--- src/rtl/count_disp_pkg.sv ---
// count_disp_pkg
// Shared definitions for the counter display slice: the BCD conversion FSM
// state type, the seven-segment glyph table, the blank/off patterns and the
// number of shift-add-3 iterations needed for an 8-bit input.
package count_disp_pkg;

  // Conversion FSM states.
  typedef enum logic [1:0] {
    IDLE  = 2'd0,
    SHIFT = 2'd1,
    DONE  = 2'd2
  } conv_state_t;

  // One shift per input bit.
  localparam int CONV_ITERS = 8;

  // Active-low segment patterns {g,f,e,d,c,b,a} for decimal digits.
  localparam logic [6:0] SEG_DIGIT [0:9] = '{
    7'b1000000, 7'b1111001, 7'b0100100, 7'b0110000, 7'b0011001,
    7'b0010010, 7'b0000010, 7'b1111000, 7'b0000000, 7'b0010000
  };

  localparam logic [6:0] SEG_BLANK = 7'h7F;
  localparam logic [3:0] AN_OFF    = 4'hF;

  // Maps a BCD nibble to its glyph; an out-of-range nibble shows nothing.
  function automatic logic [6:0] seg_decode(input logic [3:0] digit);
    if (digit > 4'd9) begin
      return SEG_BLANK;
    end
    return SEG_DIGIT[digit];
  endfunction

endpackage

--- src/rtl/bin2bcd_seq.sv ---
// bin2bcd_seq
// Iterative 8-bit binary to 3-digit BCD converter (shift-add-3 / double dabble).
// Ports:
//   clk    - system clock, rising edge
//   reset  - synchronous active-high reset
//   start  - request a conversion of bin; accepted only while idle
//   bin    - binary value to convert
//   busy   - high while a conversion is in progress (SHIFT or DONE)
//   done   - one-cycle pulse in the cycle bcd has just been updated
//   bcd    - latched result {hundreds, tens, ones}
module bin2bcd_seq
  import count_disp_pkg::*;
(
  input  logic        clk,
  input  logic        reset,
  input  logic        start,
  input  logic [7:0]  bin,
  output logic        busy,
  output logic        done,
  output logic [11:0] bcd
);

  conv_state_t state;
  conv_state_t next_state;
  logic [19:0] shreg;
  logic [19:0] shreg_next;
  logic [3:0]  iter;

  // State register. Reset always returns to IDLE, which is what aborts a
  // conversion in flight without ever reaching DONE.
  always_ff @(posedge clk) begin
    if (reset) begin
      state <= IDLE;
    end else begin
      state <= next_state;
    end
  end

  // Next-state logic: IDLE waits for start, SHIFT runs for exactly one
  // iteration per input bit, DONE lasts one cycle to publish the result.
  always_comb begin
    next_state = state;
    case (state)
      IDLE:    if (start) next_state = SHIFT;
      SHIFT:   if (iter == 4'(CONV_ITERS - 1)) next_state = DONE;
      DONE:    next_state = IDLE;
      default: next_state = IDLE;
    endcase
  end

  // One double-dabble step: correct every BCD nibble that would overflow
  // past 9 once doubled, then shift the whole register left by one.
  always_comb begin
    shreg_next = shreg;
    for (int i = 0; i < 3; i++) begin
      if (shreg_next[8 + 4*i +: 4] >= 4'd5) begin
        shreg_next[8 + 4*i +: 4] = shreg_next[8 + 4*i +: 4] + 4'd3;
      end
    end
    shreg_next = {shreg_next[18:0], 1'b0};
  end

  // Datapath: load on start, step while shifting, latch the result and
  // raise done for a single cycle when leaving DONE.
  always_ff @(posedge clk) begin
    if (reset) begin
      shreg <= '0;
      iter  <= '0;
      bcd   <= '0;
      done  <= 1'b0;
    end else begin
      done <= 1'b0;
      case (state)
        IDLE: begin
          if (start) begin
            shreg <= {12'b0, bin};
            iter  <= '0;
          end
        end
        SHIFT: begin
          shreg <= shreg_next;
          iter  <= iter + 4'd1;
        end
        DONE: begin
          bcd  <= shreg[19:8];
          done <= 1'b1;
        end
        default: ;
      endcase
    end
  end

  assign busy = (state != IDLE);

endmodule

--- src/rtl/count_bcd_display.sv ---
// count_bcd_display
// Samples a glitchy ripple-counter value, converts the stable value to BCD
// and scans it onto a 4-digit common-anode seven-segment display with
// leading-zero blanking.
// Ports:
//   clk      - system clock, rising edge
//   reset    - synchronous active-high reset
//   count_in - counter value, may glitch while the ripple settles
//   an       - digit anodes, active low, an[0] = ones digit
//   seg      - segments {g,f,e,d,c,b,a}, active low
//   dp       - decimal point, active low, always off
//   bcd      - latched conversion result {hundreds, tens, ones}
//   busy     - high while a conversion is running
//   upd      - one-cycle pulse when bcd is updated
module count_bcd_display
  import count_disp_pkg::*;
#(
  parameter int REFRESH_BITS = 16
)(
  input  logic        clk,
  input  logic        reset,
  input  logic [7:0]  count_in,
  output logic [3:0]  an,
  output logic [6:0]  seg,
  output logic        dp,
  output logic [11:0] bcd,
  output logic        busy,
  output logic        upd
);

  logic [7:0] sync1;
  logic [7:0] sync2;
  logic [7:0] sample;
  logic [7:0] last;
  logic       start;

  logic [REFRESH_BITS-1:0] prescaler;
  logic [1:0]              scan_idx;

  logic [3:0] nib;
  logic       shown;
  logic [6:0] glyph;
  logic [3:0] digit_an;
  logic [6:0] digit_seg;

  // Two-stage synchroniser plus a stability filter: sample only follows
  // when both stages agree, so a value has to survive two edges and a
  // single-cycle ripple glitch is discarded.
  always_ff @(posedge clk) begin
    if (reset) begin
      sync1  <= '0;
      sync2  <= '0;
      sample <= '0;
    end else begin
      sync1 <= count_in;
      sync2 <= sync1;
      if (sync1 == sync2) begin
        sample <= sync2;
      end
    end
  end

  // Change detect. last only moves when the converter actually accepts a
  // new value, so a change seen while busy is picked up on the next idle
  // cycle and the final bcd always matches the last stable input.
  assign start = (sample != last);

  always_ff @(posedge clk) begin
    if (reset) begin
      last <= '0;
    end else if (start && !busy) begin
      last <= sample;
    end
  end

  bin2bcd_seq u_conv (
    .clk   (clk),
    .reset (reset),
    .start (start),
    .bin   (sample),
    .busy  (busy),
    .done  (upd),
    .bcd   (bcd)
  );

  // Free-running refresh prescaler; the scan slot steps whenever it wraps.
  always_ff @(posedge clk) begin
    if (reset) begin
      prescaler <= '0;
      scan_idx  <= '0;
    end else begin
      prescaler <= prescaler + 1'b1;
      if (&prescaler) begin
        scan_idx <= scan_idx + 2'd1;
      end
    end
  end

  // Slot decode with leading-zero blanking. Slot 3 is never lit; a slot
  // holding an impossible nibble is blanked like a leading zero.
  always_comb begin
    nib       = 4'd0;
    shown     = 1'b0;
    digit_an  = AN_OFF;
    digit_seg = SEG_BLANK;
    case (scan_idx)
      2'd0: begin
        nib   = bcd[3:0];
        shown = 1'b1;
      end
      2'd1: begin
        nib   = bcd[7:4];
        shown = (bcd[11:8] != 4'd0) || (bcd[7:4] != 4'd0);
      end
      2'd2: begin
        nib   = bcd[11:8];
        shown = (bcd[11:8] != 4'd0);
      end
      default: ;
    endcase
    glyph = seg_decode(nib);
    if (shown && (glyph != SEG_BLANK)) begin
      digit_seg = glyph;
      digit_an  = ~(4'b0001 << scan_idx);
    end
  end

  // Register the display drive so the pins are glitch-free; this is why
  // an/seg trail scan_idx by one cycle.
  always_ff @(posedge clk) begin
    if (reset) begin
      an  <= AN_OFF;
      seg <= SEG_BLANK;
    end else begin
      an  <= digit_an;
      seg <= digit_seg;
    end
  end

  assign dp = 1'b1;

endmodule

--- config.mk ---
export PLATFORM = sky130hd
export DESIGN_NAME = count_bcd_display
export DESIGN_NICKNAME = d
export VERILOG_FILES = /design/src/rtl/count_disp_pkg.sv /design/src/rtl/bin2bcd_seq.sv /design/src/rtl/count_bcd_display.sv
export SDC_FILE = /design/constraint.sdc
export NUM_CORES = 1
export LEC_CHECK = 0
export CAP_MARGIN = 20
export CORE_MARGIN = 2
export CORE_UTILIZATION = 40
export CTS_BUF_LIST = sky130_fd_sc_hd__clkbuf_2
export CTS_CLUSTER_DIAMETER = 150
export DETAILED_ROUTE_END_ITERATION = 16
export PLACE_DENSITY = 0.56
export SLEW_MARGIN = 20
export SYNTH_ARGS = -nofsm -noshare
export SYNTH_HDL_FRONTEND = slang
export SYNTH_SLANG_ARGS = --single-unit
--- constraint.sdc ---
create_clock -name clk -period 3.26 [get_ports clk]
set_clock_uncertainty 0.05 [all_clocks]
set_input_delay 0.489 -clock clk [delete_from_list [all_inputs] [get_ports clk]]
set_output_delay 0.489 -clock clk [all_outputs]
set_load 0.02 [all_outputs]
# --- Word-level counts from Yosys, hierarchy flattened ---
# Memories as Yosys holds them, arrays and structs flattened.
# Cells that the tools add are included.
totals:
  regBits: 100
  rom_bits: 112
  inputBits: 10
  out_inout_bits: 26
  wordCells: 71
  memories: 1
op_classes:
  n_addsub: 6
  n_lt_le_gt_ge: 5
  eq_ne: 10
  shift: 1
  n_mux: 18
  n_bitwise: 3
  n_reduce_logical: 14
mem_list:
  columns: ["memory", "depth", "width", "rd", "rd_ports_with_merged_regs", "write_ports", "line", "source"]
  rows:
  - ["(name not given)", 16, 7, 1, 0, 0, "count_disp_pkg.sv:31", "return SEG_DIGIT[digit];"]
ops:
  columns: ["op", "count"]
  rows:
  - ["$pmux W20 S2", 1]
  - ["$mux W7", 4]
  - ["$mux W20", 1]
  - ["$add A16 B1 Y16 const B", 1]
  - ["$reduce_and A16 Y1", 1]
  - ["$ge A4 B3 Y1 const B", 3]
  - ["$mux W4", 3]
  - ["$pmux W4 S3", 1]
  - ["$add A4 B2 Y4 const B", 2]
  - ["$eq A8 B8 Y1", 1]
  - ["$ne A8 B8 Y1", 1]
  - ["$pmux W4 S2", 1]
  - ["$reduce_bool A4 Y1", 2]
  - ["$ne A7 B7 Y1 const B", 1]
  - ["$ge A5 B5 Y1 const B", 1]
  - ["$not A4 Y5", 1]
  - ["$add A4 B1 Y4 const B", 1]
  - ["$eq A2 B1 Y1 const B", 2]
  - ["$eq A2 B2 Y1 const B", 2]
  - ["$eq A4 B3 Y1 const B", 1]
  - ["$gt A4 B4 Y1 const B", 1]
  - ["$logic_not A2 Y1", 2]
  - ["$mux W2", 2]
  - ["$not A4 Y4", 1]
  - ["other kinds (16)", 20]

# --- Longest topological paths before layout ---
depth:
  depth_word: 11
  depth_mapped: 11
  depth_no_buf: 10

# --- Hierarchy ---
# Synthesis repeated with hierarchy kept, for this count alone.
unflattened:
  cells_unflattened: 492
  area_unflattened_um2: 4406.7
modules_own_cells:
  columns: ["module", "instances", "cells_each", "area_per_inst_um2", "seq_area_each_um2"]
  rows:
  - ["count_bcd_display", 1, 276, 2666.3, 1221.2]
  - ["bin2bcd_seq", 1, 216, 1740.4, 780.7]

# --- Least setup slack after synthesis ---
# No wires, ideal clock.
synth_timing:
  path_type: "reg-to-reg"
  startpoint: "register scan_idx[0]"
  endpoint: "register seg[2]"
  setup_time_ns: 0.074
  arrival_time_ns: 2.054
  required_ns: 3.136
  slack_ns: 1.081
  path_stages_with_launch: 11
  path_buffers: 1
  synth_period_minus_slack_ns: 2.179
  cell_sequence: "dfxtp_1 inv_1 ha_1 a222oi_1 nor2_1 ha_1 or2_2 a21oi_1 nor4_2 buf_4 o21ai_0"
synth_between:
  elab_chain_len: 11
  elab_cells_between_ends: 16
  cone_classes: "order compare: 1; eq/ne: 3; mux: 6; bitwise: 2; reduce/logical: 3; memory: 1"
synth_lines:
  columns: ["item", "line", "source"]
  rows:
  - ["from (decl)", "count_bcd_display.sv:38", "logic [1:0] scan_idx;"]
  - ["from (signal assigned)", "count_bcd_display.sv:94", "scan_idx <= scan_idx + 2'd1;"]
  - ["$eq A2 B2 Y1 (tied with other cells)", "count_bcd_display.sv:106", "case (scan_idx)"]
  - ["$pmux W4 S3", "count_bcd_display.sv:106", null]
  - ["$not A4 Y5 (implied by the code)", "count_disp_pkg.sv:31", null]
  - ["$mem_v2 Z16 W7", null, null]
  - ["$mux W7 (implied by the code) (2 in series)", "count_disp_pkg.sv:31", null]
  - ["$mux W7", "count_disp_pkg.sv:31", null]
  - ["$ne A7 B7 Y1", "count_bcd_display.sv:122", "if (shown && (glyph != SEG_BLANK)) begin"]
  - ["$logic_and A1 B1 Y1", "count_bcd_display.sv:122", null]
  - ["$not A1 Y1 (no source line)", null, null]
  - ["$reduce_or A2 Y1 (no source line)", null, null]
  - ["to (signal assigned)", "count_bcd_display.sv:136", "seg <= digit_seg;"]
  - ["to (decl)", "count_bcd_display.sv:24", "output logic [6:0] seg,"]
# Several ways; a longest one is shown, not always the timed one. The select of a mux whose other input is x is not followed.
# A chain may end at the register's enable or synchronous reset.

# --- Worst setup path in the final report ---
layout_timing:
  startpoint: "register scan_idx[0]"
  endpoint: "register seg[4]"
# The elaborated chain is that of the path after synthesis.

==> run summary <==
The run finished with clean final reports. The number of buffers added on ports is 34. In the post-synthesis netlist, the cell with the most instances is dfxtp_1.

The H-tree depth came out at 3. dfxtp_1 takes more of the synthesized area than any other cell. The sequential cells in the finished layout cover a total of 2000 um2. The footprint of the multi-input gates is 2040 um2. The effective utilization at floorplan came out at 0.408. STA classifies the critical path endpoint as a flop. The max capacitance violation total is 0.

36 I/O pins were placed. The net count reported at finish came out at 520. Counting along the longest clock path gives a buffer depth of 2.

The endpoint arrival time on the critical path came out at 3280 ps. The clock latency on the worst-skew pair is 570 ps. The TritonCTS buffer count is 9. Of the total synthesized cell area, the portion taken by full adders, half adders and majority gates is 0.0537.

The count of pins over their slew limit came out at 0. Dividing the detail-routed via count by the number of cells gives 5.02. The post-synth net total came out at 494. The via count of the first global-routing pass came to 2902. The proportion of netlist area held by the largest area contributor is 0.477. Power spread over the standard cell area amounts to 475 nW/um2.

The leakage power came out at 1.70 nW. The sum of overflow across all layers after global routing is 0. The number of hold-repair buffers added at the cts stage is 0. For this run, the share of the core covered by cells in the final layout is 0.469. The clock drives 100 sinks. For this run, the register share of the synthesized area comes to 0.477. Setup repair after global routing left no endpoint under its margin.

The number of synthesized flops with an enable pin is 0. The post-layout instance area is 4820 um2. The upper clock frequency limit came out at 0.346 GHz. The layout filler cell count came out at 1014. The antenna diode count is 0.

The part of the power in the clock network is 0.392. In this run the worst hold path is classified as in -> reg. Of the available clock period, the critical path in the final layout requires 0.886.

The final hold violation count is 0. The average cell area after synthesis is 9.01 um2. Of the cells placed in the final design, the portion with a size suffix greater than 1 is 0.0604.

The design internal power came out at 1.79 mW. The combinational share of power came out at 0.056. The register bit count reported by yosys is 100. At the worst endpoint, the required time is 3650 ps. Setup violations remaining at the end of the flow were counted as 0. Counting I/O delays and the setup requirement, the final critical path takes 2890 ps. The compound-gate portion of the synthesized area came out at 0.121. The final weighted congestion of routability-driven global placement came out at 0.772. The overall routing resource usage is 0.149.

The peak supply drop came out at 0.216 mV. The detailed router placed 3176 vias in this run. The tree is rooted in a clkbuf_2.

The clock-pin slew on the worst setup and hold paths is 250 ps. The TritonCTS clock tree is yes. The floorplan step defined a core boundary enclosing 10300 um2.

The relative slew slack is 0.376. The violation count after the first detailed-routing iteration came out at 95. The floorplan die width came out at 106 um. By area, the combinational part of the netlist is dominated by simple AND/OR/NAND/NOR gates.

The total wirelength of the detailed-routed design is 7.92 mm. The maximum fanout along the worst path is 11. The instance count of the mapped netlist is 466.

The area added between synthesis and finish is 14.7%. Entering global routing, the biggest net connects 75 pins. In the routed design, unresolved DRC markers number 0. The number of antenna-violating nets in the routed design came out at 0. The worst setup path is launched from a flop. The instance area after placement is 4610 um2. The count of unique library cells instantiated by Yosys is 43.

The worst setup path is of the reg -> reg kind. The share of async-settable or async-resettable flops after synthesis is 0. Measured against the total synthesized area, the mux share comes to 0.0385. The floorplan step defined a die boundary enclosing 11300 um2.

The half-perimeter wire length after placement came out at 5.42 mm. The sequential fraction of design power came out at 0.553. The number of gates resized after CTS was 0.

In the post-synthesis netlist, the biggest area contributors are dfxtp_1 (48%), nand2_1 (6.0%), ha_1 (5.4%). The cell area that synthesis handed to floorplanning was 4200 um2. The floorplan has 37 rows. The share of synthesized cell area in and, or, nand and nor gates came out at 0.207. The power dissipated by switching net loads came out at 0.502 mW.

The number of antenna violations at the first check in global routing is 0. The post-route setup TNS came out at 0 ps. The total number of yosys warnings is 0. The detailed-routing iteration count for the pre-antenna-repair pass came out at 5. The overall die height is 106 um.

The first global-routing pass estimated 13.6 mm of wire. At the pin with the least slew margin, the transition time is 937 ps. Post-CTS timing repair inserted 0 buffers for setup.

The completed layout was analyzed and its total power is 2.29 mW. The fraction of synthesized cell area in xor and xnor cells came out at 0.0647. Dividing the detail-routed wire length by the instance count gives 12.5 um. Among all flip-flop cells after synthesis, the most frequent one is dfxtp_1.

The switching portion of total power is 0.219. In the synthesized netlist, the cells that appear most often are dfxtp_1 (100), nand2_1 (67), nor2_1 (47), a21oi_1 (30), xnor2_1 (24).
metal layers:
metal,vias to the layer above,track usage,wire [um],part of all wire
li1,1642,-,-,-
met1,1473,0.192,3880,0.49
met2,49,0.239,3590,0.45
met3,12,0.0392,301,0.038
met4,0,0.0584,142,0.018
met5,-,0,0,0
placed cells by master, fill, tap and decap left out, types with 2 or more instances in the layout:
cell type / Yosys / layout
a21oi_1: 30 / 30
a222oi_1: 3 / 3
a22oi_1: 12 / 12
a31oi_1: 11 / 11
and4_1: 2 / 2
buf_4: 2 / 2
bufinv_16: 0 / 5
clkbuf_2: 0 / 10
clkdlybuf4s50_1: 0 / 33
dfxtp_1: 100 / 100
ha_1: 18 / 18
inv_1: 12 / 12
mux2i_1: 15 / 15
nand2_1: 67 / 67
nand2b_1: 6 / 6
nand3_1: 17 / 17
nand4_1: 7 / 7
nor2_1: 47 / 47
nor2_2: 2 / 2
nor2b_1: 18 / 18
nor3_1: 5 / 5
nor3b_1: 3 / 3
o21ai_0: 18 / 18
or2_2: 3 / 3
or3_1: 2 / 2
xnor2_1: 24 / 24
xor2_1: 7 / 7
cell families (layout without fill, tap and decap cells):
| group | count (synthesis) | count (layout) |
|---|---|---|
| multiplexers | 16 | 16 |
| AND/OR/NAND/NOR | 185 | 185 |
| buffers and inverters | 33 | 64 |
| adder cells (fa/ha/maj) | 18 | 18 |
| other | 1 | 1 |
| flip-flops | 100 | 100 |
| XOR/XNOR | 31 | 31 |
| AO/OA/AOI/OAI | 82 | 82 |
final timing paths:
path | endpoint | cells after the start | start | slack [ps]
setup / recovery | seg[4] | 10 | scan_idx[0] | 370
hold / removal | prescaler[0] | 2 | reset | 210
setup reg to reg | seg[4] | 10 | scan_idx[0] | 370
hold reg to reg | last[5] | 2 | last[5] | 440
flip-flops by register name, indices dropped and copies added (netlist names):
| register | count |
|---|---|
| u_conv.iter | 4 |
| u_conv.done | 1 |
| seg | 7 |
| u_conv.shreg | 20 |
| u_conv.bcd | 12 |
| u_conv.state | 2 |
| sample | 8 |
| an | 4 |
| prescaler | 16 |
| last | 8 |
| sync2 | 8 |
| sync1 | 8 |
| scan_idx | 2 |
critical path: stages (launching register included):
cell      delay, ps
dfxtp_1         440
inv_1           110
ha_1            280
a222oi_1        350
nor2_1          140
inv_1           130
ha_1            180
or2_2           120
a21oi_1          70
nor4_2          600
o311ai_0        270
power by group through the flow:
stage,sequential (mW),combinational (mW),clock (mW)
after floorplan,1.29,0.0967,0
after global placement,1.29,0.130,0
after detailed placement,1.29,0.130,0
after CTS,1.27,0.131,0.926
after global routing,1.27,0.143,0.983
final,1.26,0.128,0.896
metrics by stage:
step,hold WS (ps),instances,worst slack (ps)
after CTS,168,633,344
after detailed placement,409,617,379
after global placement,405,617,487
after global routing,153,633,57.8
final,209,633,371
after floorplan,395,466,1080
area by class of cell:
| type | instances | share of cell area |
|---|---|---|
| multi-input combinational | 333 | 0.423 |
| tap | 136 | 0.0353 |
| inverter | 12 | 0.00935 |
| clock buffer | 10 | 0.0104 |
| clock inverter | 6 | 0.0330 |
| sequential | 100 | 0.416 |
| timing repair buffer | 36 | 0.0727 |
No activity file was read; power rests on OpenSTA's default activity.
